`src/rtl/sw_pkg.sv`:
```
// sw_pkg: constants and types shared between the switch debouncer, the
// seven-segment decoder and the board top level.
//   N_SW_DEFAULT          : number of slide switches on the board
//   SYNC_STAGES_DEFAULT   : synchroniser depth per switch
//   TICK_DIV_DEFAULT      : clock cycles per sample tick (1 ms at 50 MHz)
//   STABLE_TICKS_DEFAULT  : consecutive differing ticks needed to accept a level
//   bit_state_t           : per-switch debounce state view
package sw_pkg;

  localparam int N_SW_DEFAULT         = 10;
  localparam int SYNC_STAGES_DEFAULT  = 2;
  localparam int TICK_DIV_DEFAULT     = 50000;
  localparam int STABLE_TICKS_DEFAULT = 10;

  // STABLE: synchronised level matches the debounced output.
  // COUNTING: they differ and the bit is accumulating ticks.
  typedef enum logic {
    ST_STABLE   = 1'b0,
    ST_COUNTING = 1'b1
  } bit_state_t;

endpackage

```
`src/rtl/debounce_bit.sv`:
```
// debounce_bit: synchroniser, stability counter and debounced output for a
// single switch.
//   clk    : system clock, rising edge
//   rst    : synchronous active-high reset
//   tick   : shared sample tick, one cycle wide
//   raw    : asynchronous switch level
//   db     : debounced level (registered)
//   accept : high in the cycle db is about to take a new value
module debounce_bit
  import sw_pkg::*;
#(
  parameter int SYNC_STAGES  = SYNC_STAGES_DEFAULT,   // minimum 2
  parameter int STABLE_TICKS = STABLE_TICKS_DEFAULT   // minimum 1
) (
  input  logic clk,
  input  logic rst,
  input  logic tick,
  input  logic raw,
  output logic db,
  output logic accept
);

  localparam int CW = $clog2(STABLE_TICKS + 1);

  logic [SYNC_STAGES-1:0] sync_reg;
  logic [CW-1:0]          cnt_reg;
  logic                   db_reg;
  logic                   sync_bit;
  bit_state_t             state;

  // Plain shift chain; only the last stage is trusted as a clean level.
  always_ff @(posedge clk) begin
    if (rst) begin
      sync_reg <= '0;
    end else begin
      sync_reg <= {sync_reg[SYNC_STAGES-2:0], raw};
    end
  end

  assign sync_bit = sync_reg[SYNC_STAGES-1];

  // State is derived, not stored: any cycle where the synchronised level
  // matches the output is STABLE, which is what restarts the count on a
  // bounce back even if it lasts only one cycle.
  always_comb begin
    state = (sync_bit != db_reg) ? ST_COUNTING : ST_STABLE;
  end

  assign accept = (state == ST_COUNTING) && tick &&
                  (cnt_reg == CW'(STABLE_TICKS - 1));

  always_ff @(posedge clk) begin
    if (rst) begin
      cnt_reg <= '0;
      db_reg  <= 1'b0;
    end else begin
      case (state)
        ST_STABLE: begin
          cnt_reg <= '0;
        end
        ST_COUNTING: begin
          if (accept) begin
            db_reg  <= sync_bit;
            cnt_reg <= '0;
          end else if (tick) begin
            cnt_reg <= cnt_reg + 1'b1;
          end
        end
        default: begin
          cnt_reg <= '0;
        end
      endcase
    end
  end

  assign db = db_reg;

endmodule

```
`src/rtl/switch_debouncer.sv`:
```
// switch_debouncer: synchronises and debounces the slide switches feeding
// the seven-segment decoder.
//   clk        : system clock, rising edge
//   rst        : synchronous active-high reset
//   sw_raw     : asynchronous switch levels from pins
//   sw_db      : debounced switch vector (registered)
//   sw_changed : one-cycle pulse in the cycle sw_db takes a new value
//   sw_legal   : sw_db is zero or has exactly one bit set below the MSB
module switch_debouncer
  import sw_pkg::*;
#(
  parameter int N_SW         = N_SW_DEFAULT,
  parameter int SYNC_STAGES  = SYNC_STAGES_DEFAULT,   // minimum 2
  parameter int TICK_DIV     = TICK_DIV_DEFAULT,      // minimum 1
  parameter int STABLE_TICKS = STABLE_TICKS_DEFAULT   // minimum 1
) (
  input  logic            clk,
  input  logic            rst,
  input  logic [N_SW-1:0] sw_raw,
  output logic [N_SW-1:0] sw_db,
  output logic            sw_changed,
  output logic            sw_legal
);

  // Keep the prescaler at least one bit wide so TICK_DIV=1 still elaborates;
  // in that case the count sits at 0 and tick is permanently high.
  localparam int PW = (TICK_DIV > 1) ? $clog2(TICK_DIV) : 1;

  logic [PW-1:0]   presc_reg;
  logic            tick;
  logic [N_SW-1:0] accept_vec;
  logic [N_SW-1:0] db_vec;
  logic            sw_changed_reg;

  // Free-running prescaler, never realigned to switch edges.
  assign tick = (presc_reg == PW'(TICK_DIV - 1));

  always_ff @(posedge clk) begin
    if (rst) begin
      presc_reg <= '0;
    end else if (tick) begin
      presc_reg <= '0;
    end else begin
      presc_reg <= presc_reg + 1'b1;
    end
  end

  generate
    for (genvar gi = 0; gi < N_SW; gi++) begin : g_bit
      debounce_bit #(
        .SYNC_STAGES  (SYNC_STAGES),
        .STABLE_TICKS (STABLE_TICKS)
      ) u_bit (
        .clk    (clk),
        .rst    (rst),
        .tick   (tick),
        .raw    (sw_raw[gi]),
        .db     (db_vec[gi]),
        .accept (accept_vec[gi])
      );
    end
  endgenerate

  // Registered alongside the db bits so the pulse lines up with the new value;
  // simultaneous accepts collapse into one pulse.
  always_ff @(posedge clk) begin
    if (rst) begin
      sw_changed_reg <= 1'b0;
    end else begin
      sw_changed_reg <= |accept_vec;
    end
  end

  assign sw_db      = db_vec;
  assign sw_changed = sw_changed_reg;
  assign sw_legal   = (db_vec == '0) ||
                      (!db_vec[N_SW-1] && $onehot(db_vec[N_SW-2:0]));

endmodule

```
`config.mk`:
```
export PLATFORM = sky130hd
export DESIGN_NAME = switch_debouncer
export DESIGN_NICKNAME = d
export VERILOG_FILES = /design/src/rtl/sw_pkg.sv /design/src/rtl/debounce_bit.sv /design/src/rtl/switch_debouncer.sv
export SDC_FILE = /design/constraint.sdc
export NUM_CORES = 1
export LEC_CHECK = 0
export CAP_MARGIN = 0
export CORE_UTILIZATION = 60
export CTS_BUF_LIST = sky130_fd_sc_hd__clkbuf_8
export DETAILED_ROUTE_END_ITERATION = 10
export HOLD_SLACK_MARGIN = 0.1
export MAX_ROUTING_LAYER = met4
export PLACE_DENSITY_LB_ADDON = 0.1
export SYNTH_ARGS = -nofsm -noshare
export SYNTH_HDL_FRONTEND = slang
export SYNTH_HIERARCHICAL = 1
export SYNTH_SLANG_ARGS = --single-unit
export TNS_END_PERCENT = 10
```
`constraint.sdc`:
```
create_clock -name clk -period 13.6 [get_ports clk]
set_clock_uncertainty 0.1 [all_clocks]
set_input_delay 3.4 -clock clk [delete_from_list [all_inputs] [get_ports clk]]
set_output_delay 3.4 -clock clk [all_outputs]
set_load 0.02 [all_outputs]
```
**Word level (Yosys, flattened, before mapping)**

Cells that the tools add are included.

- Flip-flop bits (word level): 87
- Bits of input ports: 12
- Word-level logic and storage cells: 169

- Add/subtract/negate cells: 19
- Equality and inequality tests: 32
- Muxes and demuxes: 40
- Bitwise logic cells: 10
- Reductions and logical operators: 36

Operators by type and width:

| kind | number |
|---|---|
| $mux 4 | 20 |
| $pmux 4 s2 | 10 |
| $add 4x1->4 const B | 10 |
| $eq 4x4->1 const B | 10 |
| $ne 3x2->1 const B | 9 |
| $logic_and 1x1->1 | 21 |
| $reduce_and 2->1 | 10 |
| $add 16x1->16 const B | 1 |
| $eq 16x16->1 const B | 1 |
| $logic_not 10->1 | 1 |
| $mux 1 | 10 |
| $ne 1x1->1 | 10 |
| $not 1->1 | 10 |
| $reduce_or 10->1 | 1 |
| $add 1x1->2 | 4 |
| $add 2x2->3 | 2 |
| $add 3x3->4 | 1 |
| $add 4x1->4 | 1 |
| $eq 4x1->1 const B | 1 |
| $ne 3x1->1 const B | 1 |
| $reduce_or 2->1 | 1 |
| $logic_not 1->1 | 1 |
| $logic_or 1x1->1 | 1 |

**Logic depth before layout (Yosys ltp)**

Gate-level depths: netlist of run 1.

- Depth after elaboration: 7
- Depth in mapped cells: 12
- Mapped depth without buffers: 12

**By module**

Netlist of run 1, hierarchy kept.

Modules (own cells, without submodules):

| module | times used | cells an instance | area each (um^2) | seq. area each (um^2) |
|---|---|---|---|---|
| debounce_bit | 10 | 35 | 329.1 | 140.1 |
| switch_debouncer | 1 | 112 | 988.4 | 340.3 |

**Worst setup path before layout of run 1**

Ideal clock, no wire load.

- Path kind: reg-to-output
- From: register g_bit[0].u_bit.db_reg
- To: output port sw_legal
- Arrival: 3380 ps
- Required time: 10100 ps
- Setup slack: 6720 ps
- Stages on the path, launching flop included: 13
- Cells stage by stage: dfxtp_1 -> inv_1 -> fa_1 -> fa_1 -> fa_1 -> inv_1 -> fa_1 -> inv_1 -> fa_1 -> a211oi_1 -> mux2_2 -> a32oi_1 -> nor2_1

- Longest elaborated chain between the ends: 7
- Elaborated cells between the ends (all ways): 8

Ends and longest elaborated chain:

| what | line | RTL |
|---|---|---|
| start: declaration | debounce_bit.sv:27 | `logic db_reg;` |
| start signal: assignment | debounce_bit.sv:63 | `db_reg <= sync_bit;` |
| $add 1x1->2 | switch_debouncer.sv:77 | `(!db_vec[N_SW-1] && $onehot(db_vec[N_SW-2:0]));` |
| $add 2x2->3 | switch_debouncer.sv:77 |  |
| $add 3x3->4 | switch_debouncer.sv:77 |  |
| $add 4x1->4 | switch_debouncer.sv:77 |  |
| $eq 4x1->1 | switch_debouncer.sv:77 |  |
| $logic_and 1x1->1 | switch_debouncer.sv:77 |  |
| $logic_or 1x1->1 (*) | switch_debouncer.sv:76 | `assign sw_legal = (db_vec == '0) \|\|` |
| end: declaration | switch_debouncer.sv:22 | `output logic sw_legal` |

Every way passes the cells marked *; elsewhere a longest branch is shown, timed or not.

**Worst setup path in the final report of run 1**

Same ends and word-level chain as after synthesis.

==> flow_summary_export.csv, run 1 <==
group,metric,value,unit
floorplan,start_util,62.6,%
timing,totalNegativeSetupSlack,0,ns
floorplan,fp.coreArea,6830,um^2
synthesis,synth-seq-area-share,40.7,%
grt,initial_antenna_violation_count,0,
clocking,tritoncts,"yes",
synthesis,total_nets_after_synthesis,503,
timing,finalMaxSlewViolations,0,
layout,max_reg_flops,40,
power,p_per_area,89.7,nW/um^2
placed_design,port_buffers,23,
layout,layout.nets,537,
timing,pin_slew_with_the_least_headroom_to_its_limit,0.803,ns
layout,sequential_cell_area,1740,um^2
clocking,insertion_delay,0.35,ns
grt,grt_overflow_total,0,
floorplan,ios,24,
synthesis,netlist_instances,462,
critical_path,worst_ep_required_time,10.10,ns
critical_path,crit_arrival,4.19,ns
critical_path,regToRegStartpoint,"presc_reg[0]$_SDFF_PP0_",
timing,layout_worst_path_cycle_share,56.5,%
power,vdd_drop_max,90.1,uV
critical_path,timing.critical_path.from_type,"flip-flop",
critical_path,critical_path.reg2reg.endpoint,"presc_reg[14]$_SDFF_PP0_",
critical_path,crit_chain,"inv_1, fa_1, fa_1, fa_1, inv_1, fa_1, inv_1, fa_1, a211oi_1, mux2_2, a32oi_1, nor2_1, clkdlybuf4s50_1",
floorplan,core.rowCount,30,
power,power_leakage,1.63,nW
clocking,cts.htree.levels,3,
layout,post_layout_nonfiller_instances,597,
critical_path,setup.reg_to_reg.worst_slack,10.70,ns
critical_path,critical_path.startpoint,"g_bit[0].u_bit/db$_SDFFE_PP0P_",
timing,relSlewSlack,46.5,%
critical_path,worstPathMaxFanout,4,
synthesis,post_synth_edffs,0,
synthesis,post_synth_instance_area,4280,um^2
critical_path,worstSetupEndpoint,"sw_legal",
placed_design,place.detailed.instances,581,
placed_design,dp_hpwl,5130,um
grt,maximum_number_of_pins_on_one_net_before_global_route_repair,82,
clocking,cts.clk_slew.worst_paths,0.07,ns
layout,antenna-diode-count,0,
drt,vias,3258,
timing,rsz_0062_raised_after_global_routing,"false",
synthesis,syn_avg_cell_area,9.26,um^2
synthesis,synthDistinctLibCells,35,
critical_path,critPathMaxStageDelay,0.60,ns
drt,routed_wirelength,7480,um
critical_path,critical_path.slowest_cell,"sky130_fd_sc_hd__clkdlybuf4s50_1",
timing,fmax,0.130,GHz
floorplan,chipWidth,86.5,um
clocking,post_cts.resized_instances,0,
synthesis,yosysWarnings,6,
synthesis,synthesized_flop_and_latch_total,87,
critical_path,worst_path_most_repeated_cell,"sky130_fd_sc_hd__fa_1",
synthesis,synth_top_flop_cell,"sky130_fd_sc_hd__dfxtp_1",
layout,multi_input_comb_area,2430,um^2
drt,vias_per_cell,5.46,
clocking,clk_root_buffer_cell,"sky130_fd_sc_hd__clkbuf_8",
run_status,result_of_the_run,"complete, no violations",
grt,via_count_of_the_first_global_routing_pass,3012,
drt,drt_drc_violations_left,0,
job,max-cap-violations,0,
grt,grt_util_all_layers,23.1,%
clocking,clkSinkCount,87,
drt,wl_per_cell,12.5,um
drt,final_antenna_net_count,0,
floorplan,floorplan.die_area,7470,um^2
placed_design,gp_congestion,0.825,
timing,setup_viol,0,
grt,grt_pass1_wl,13100,um
layout,number_of_inserted_filler_cells_in_the_final_layout,569,
clocking,holdBufCountCts,0,
floorplan,die_h,86.5,um
timing,timing.final.hold_violations,0,
critical_path,critPathKind,"reg -> out",
clocking,tritoncts.num_buffers,9,
clocking,cts.repair_timing.setup_buffer_count,0,
drt,detailedRoute.firstPassIterationCount,4,
drt,drt_first_iter_violations,196,
layout,post_route_cells_drive_above_1_share,7.39,%
synthesis,async_reset_ff_share,0,%
critical_path,r2r_worst_path_depth,6,
hold_path,min_path_type,"reg -> reg",
layout,flow.area_growth_from_synthesis,12.5,%
timing,post-route-min-period,7.69,ns
critical_path,setup.worst_path.end_class,"output port",
clocking,cts-root-to-sink-buffers,2,
## how the worst min path moves through the flow
stage / startpoint / to / slack [ns] / cells after the start
after floorplan: g_bit[0].u_bit/sync_reg[0]$_SDFF_PP0_ / g_bit[0].u_bit/sync_reg[1]$_SDFF_PP0_ / 0.31 / 1
after global placement: g_bit[2].u_bit/sync_reg[0]$_SDFF_PP0_ / g_bit[2].u_bit/sync_reg[1]$_SDFF_PP0_ / 0.32 / 1
after detailed placement: g_bit[2].u_bit/sync_reg[0]$_SDFF_PP0_ / g_bit[2].u_bit/sync_reg[1]$_SDFF_PP0_ / 0.33 / 1
after CTS: g_bit[2].u_bit/sync_reg[0]$_SDFF_PP0_ / g_bit[2].u_bit/sync_reg[1]$_SDFF_PP0_ / 0.35 / 1
after global routing: g_bit[8].u_bit/sync_reg[0]$_SDFF_PP0_ / g_bit[8].u_bit/sync_reg[1]$_SDFF_PP0_ / 0.36 / 1
final: g_bit[8].u_bit/sync_reg[0]$_SDFF_PP0_ / g_bit[8].u_bit/sync_reg[1]$_SDFF_PP0_ / 0.34 / 1
## worst max-delay path, delay by kind of cell, from the launching register on
family | cells | cell delay (ns)
adder cells (fa/ha/maj) | 5 | 2.00
buffers and inverters | 4 | 0.83
flip-flops | 1 | 0.38
AO/OA/AOI/OAI | 2 | 0.33
multiplexers | 1 | 0.19
AND/OR/NAND/NOR | 1 | 0.11
## final cells by class
class | count | area share, %
Clock inverter | 5 | 0.546
Clock buffer | 11 | 3.15
Multi-Input combinational cell | 346 | 50.4
Timing Repair Buffer | 25 | 5.10
Tap cell | 96 | 2.50
Inverter | 27 | 2.11
Sequential cell | 87 | 36.2
## synthesized netlist by cell type (20+ instances only)
cell                       count  area [um^2]
sky130_fd_sc_hd__a21oi_1      30          150
sky130_fd_sc_hd__dfxtp_1      87         1740
sky130_fd_sc_hd__ha_1         24          300
sky130_fd_sc_hd__inv_1        27          101
sky130_fd_sc_hd__nand2_1      33          124
sky130_fd_sc_hd__nand2b_1     20          125
sky130_fd_sc_hd__nand3b_1     30          225
sky130_fd_sc_hd__nor2_1       41          154
sky130_fd_sc_hd__nor2b_1      20          125
sky130_fd_sc_hd__o21ai_0      20          100
sky130_fd_sc_hd__xnor2_1      23          201
## cell usage in the layout (no fill, tap or decap), drive strengths merged
cell	n
dfxtp	87
nor2	41
a21oi	40
nand2	33
inv	30
nand3b	30
ha	24
xnor2	23
clkdlybuf4s50	23
nand2b	20
nor2b	20
o21ai	20
clkbuf	11
or2	11
nand4b	10
mux2i	10
or3b	10
and4b	10
a21boi	10
nor4	9
nand3	5
fa	5
nor3	3
nand4	3
or4bb	2
clkinvlp	2
buf	2
or4b	1
a211oi	1
mux2	1
nor4b	1
a32oi	1
xor2	1
a31oi	1
## cell families after synthesis
kind of cell	Yosys count	share of synthesized area, %
simple gates	209	29.4
flops	87	40.7
compound gates	73	10.2
buf+inv	29	2.81
fa+ha+maj	29	9.36
xor+xnor	24	4.91
mux	11	2.60
## metrics by stage
| stage | instance area (um^2) | power (mW) | hold slack [ns] | util, % | setup slack [ns] |
|---|---|---|---|---|---|
| after global routing | 4810 | 0.449 | 0.361 | 70.4 | 5.72 |
| final | 4810 | 0.432 | 0.342 | 70.4 | 5.91 |
| after CTS | 4810 | 0.438 | 0.347 | 70.4 | 5.86 |
| after detailed placement | 4630 | 0.278 | 0.328 | 67.8 | 6.26 |
| after global placement | 4630 | 0.277 | 0.316 | 67.8 | 6.36 |
| after floorplan | 4280 | 0.272 | 0.314 | - | 6.72 |
## report_power, final
group	switching [mW]	internal, mW
combinational	0.00552	0.00632
sequential	0.00175	0.258
clock	0.0857	0.0745
## per-layer routing
metal | part of all wire, % | track usage, %
met1 | 46 | 26.4
met2 | 49 | 39.2
met3 | 3.4 | 6.38
met4 | 1.0 | 7.27
met5 | 0 | -
Power figures use the tool's default switching activity.
==> run 2, diff against run 1 <==
==> constraint.sdc (replaced) <==
create_clock -name clk -period 7.65 [get_ports clk]
set_clock_uncertainty 0.1 [all_clocks]
set_input_delay 1.9125 -clock clk [delete_from_list [all_inputs] [get_ports clk]]
set_output_delay 1.9125 -clock clk [all_outputs]
set_load 0.02 [all_outputs]
==> flow_summary_export.csv, run 2 (same netlist as run 1, synthesis figures left out) <==
group,metric,value,unit
clocking,clk_root_buffer_cell,"sky130_fd_sc_hd__clkbuf_8",
timing,layout_worst_path_cycle_share,81.2,%
clocking,cts.repair_timing.setup_buffer_count,0,
drt,routed_wirelength,7710,um
layout,antenna-diode-count,0,
critical_path,crit_family,"adder cells",
placed_design,gp_congestion,0.825,
critical_path,regToRegStartpoint,"presc_reg[8]$_SDFF_PP0_",
power,power.internal,0.688,mW
layout,final_common_cell,"sky130_fd_sc_hd__dfxtp_1",
drt,final_antenna_net_count,0,
layout,number_of_inserted_filler_cells_in_the_final_layout,549,
placed_design,port_buffers,23,
drt,drt_drc_violations_left,0,
clocking,post_cts.resized_instances,0,
run_status,result_of_the_run,"complete, no violations",
hold_path,worstHoldStart,"g_bit[2].u_bit/sync_reg[0]$_SDFF_PP0_",
critical_path,critical_path.slowest_cell,"sky130_fd_sc_hd__clkdlybuf4s50_1",
power,netSwitchingFraction,20.6,%
layout,fin_util,71.4,%
drt,drt_first_iter_violations,161,
floorplan,fp.coreArea,6830,um^2
timing,setup_viol,0,
power,vdd_drop_max,149,uV
job,max-cap-violations,0,
timing,finalMaxSlewViolations,0,
critical_path,setup.worst_path.end_class,"output port",
drt,wl_per_cell,12.9,um
clocking,holdBufCountCts,0,
critical_path,cp_num_buf_inv,4,
floorplan,chipWidth,86.5,um
floorplan,floorplan.die_area,7470,um^2
clocking,tritoncts.num_buffers,9,
layout,multi_input_comb_area,2430,um^2
clocking,insertion_delay,0.36,ns
critical_path,crit_chain,"inv_1, fa_1, fa_1, fa_1, inv_1, fa_1, inv_1, fa_1, a211oi_1, mux2_2, a32oi_1, nor2_1, clkdlybuf4s50_1",
floorplan,ios,24,
critical_path,critPathMaxStageDelay,0.60,ns
clocking,cts.clk_slew.worst_paths,0.08,ns
clocking,cts-root-to-sink-buffers,2,
layout,post_route_cells_drive_above_1_share,7.98,%
timing,post-route-min-period,6.21,ns
timing,fmax,0.161,GHz
timing,relSlewSlack,50.0,%
power,p_switching,0.179,mW
layout,sequential_cell_area,1740,um^2
grt,grt_pass1_wl,13500,um
placed_design,dp_hpwl,5150,um
grt,grt_overflow_total,0,
layout,flow.area_growth_from_synthesis,14.0,%
hold_path,min_path_type,"reg -> reg",
floorplan,die_h,86.5,um
grt,initial_antenna_violation_count,0,
timing,rsz_0062_raised_after_global_routing,"false",
critical_path,worst_ep_required_time,5.64,ns
layout,layout.nets,537,
power,seqPwrFrac,53.3,%
floorplan,start_util,62.6,%
grt,maximum_number_of_pins_on_one_net_before_global_route_repair,82,
floorplan,core.rowCount,30,
power,comb_power_share,2.4,%
timing,totalNegativeSetupSlack,0,ns
critical_path,timing.critical_path.from_type,"flip-flop",
clocking,tritoncts,"yes",
critical_path,setup.reg_to_reg.worst_slack,4.80,ns
clocking,clkSinkCount,87,
clocking,cts.htree.levels,3,
power,clock_power_share,44.3,%
critical_path,critical_path.startpoint,"g_bit[0].u_bit/db$_SDFFE_PP0P_",
power,p_per_area,178,nW/um^2
power,power_leakage,1.66,nW
drt,vias,3258,
critical_path,crit_arrival,4.20,ns
layout,max_reg_flops,40,
drt,vias_per_cell,5.46,
critical_path,critPathKind,"reg -> out",
grt,grt_util_all_layers,23.7,%
critical_path,worstPathMaxFanout,4,
grt,via_count_of_the_first_global_routing_pass,3031,
drt,detailedRoute.firstPassIterationCount,4,
critical_path,worst_path_most_repeated_cell,"sky130_fd_sc_hd__fa_1",
timing,timing.final.hold_violations,0,
layout,final_cell_mix,"87 x sky130_fd_sc_hd__dfxtp_1, 41 x sky130_fd_sc_hd__nor2_1, 33 x sky130_fd_sc_hd__nand2_1, 30 x sky130_fd_sc_hd__nand3b_1, 30 x sky130_fd_sc_hd__a21oi_1",
timing,pin_slew_with_the_least_headroom_to_its_limit,0.750,ns
## run 2: cell count changes in the layout (fill, tap and decap cells not counted)
cell	change
sky130_fd_sc_hd__clkinv_2	+1
sky130_fd_sc_hd__inv_6	+1
sky130_fd_sc_hd__inv_1	-3
sky130_fd_sc_hd__bufinv_16	+3
sky130_fd_sc_hd__clkinv_4	+1
sky130_fd_sc_hd__clkinvlp_4	-1
sky130_fd_sc_hd__clkbuf_8	-2
## run 2: worst reg2reg max path, delay by kind of cell, from the launching register on
family / cells / cell delay [ns]
AND/OR/NAND/NOR: 4 / 1.60
buffers and inverters: 1 / 0.58
flip-flops: 1 / 0.42
## run 2: cell type report
type / instances / area share (%)
clock buffer: 9 / 2.54
tap: 96 / 2.46
timing repair buffer: 25 / 5.03
multi-input combinational: 346 / 49.7
inverter: 27 / 2.08
sequential: 87 / 35.7
clock inverter: 7 / 2.46
## run 2: layer usage
layer	vias up	global-route usage, %	wire (um)
li1	1666	-	-
met1	1541	29.0	3650
met4	0	8.94	155
met2	39	38.4	3650
met5	-	-	0
met3	12	5.14	255
## run 2: power by group through the flow
stage          registers, mW  clock network, mW  logic, mW
3_5_place_dp           0.472                  0     0.0211
4_1_cts                0.462              0.393     0.0212
2_1_floorplan          0.472                  0     0.0113
3_3_place_gp           0.472                  0     0.0207
6_report               0.462              0.384     0.0208
5_1_grt                0.463              0.410     0.0234
## run 2: per-stage QoR
stage                     std cells  power, mW  instance area [um^2]  setup slack [ns]  hold WS [ns]
after floorplan                 462      0.483                  4280              2.26         0.314
after global placement          581      0.493                  4630              1.89         0.316
after detailed placement        581      0.494                  4630              1.80         0.328
after CTS                       597      0.877                  4880              1.39         0.347
after global routing            597      0.896                  4880              1.25         0.362
final                           597      0.867                  4880              1.44         0.345
## run 2: worst paths after layout
kind                                            to  depth (start not counted)
max                                       sw_legal                         13
min          g_bit[2].u_bit/sync_reg[1]$_SDFF_PP0_                          1
max reg2reg               presc_reg[14]$_SDFF_PP0_                          5
min reg2reg  g_bit[2].u_bit/sync_reg[1]$_SDFF_PP0_                          1
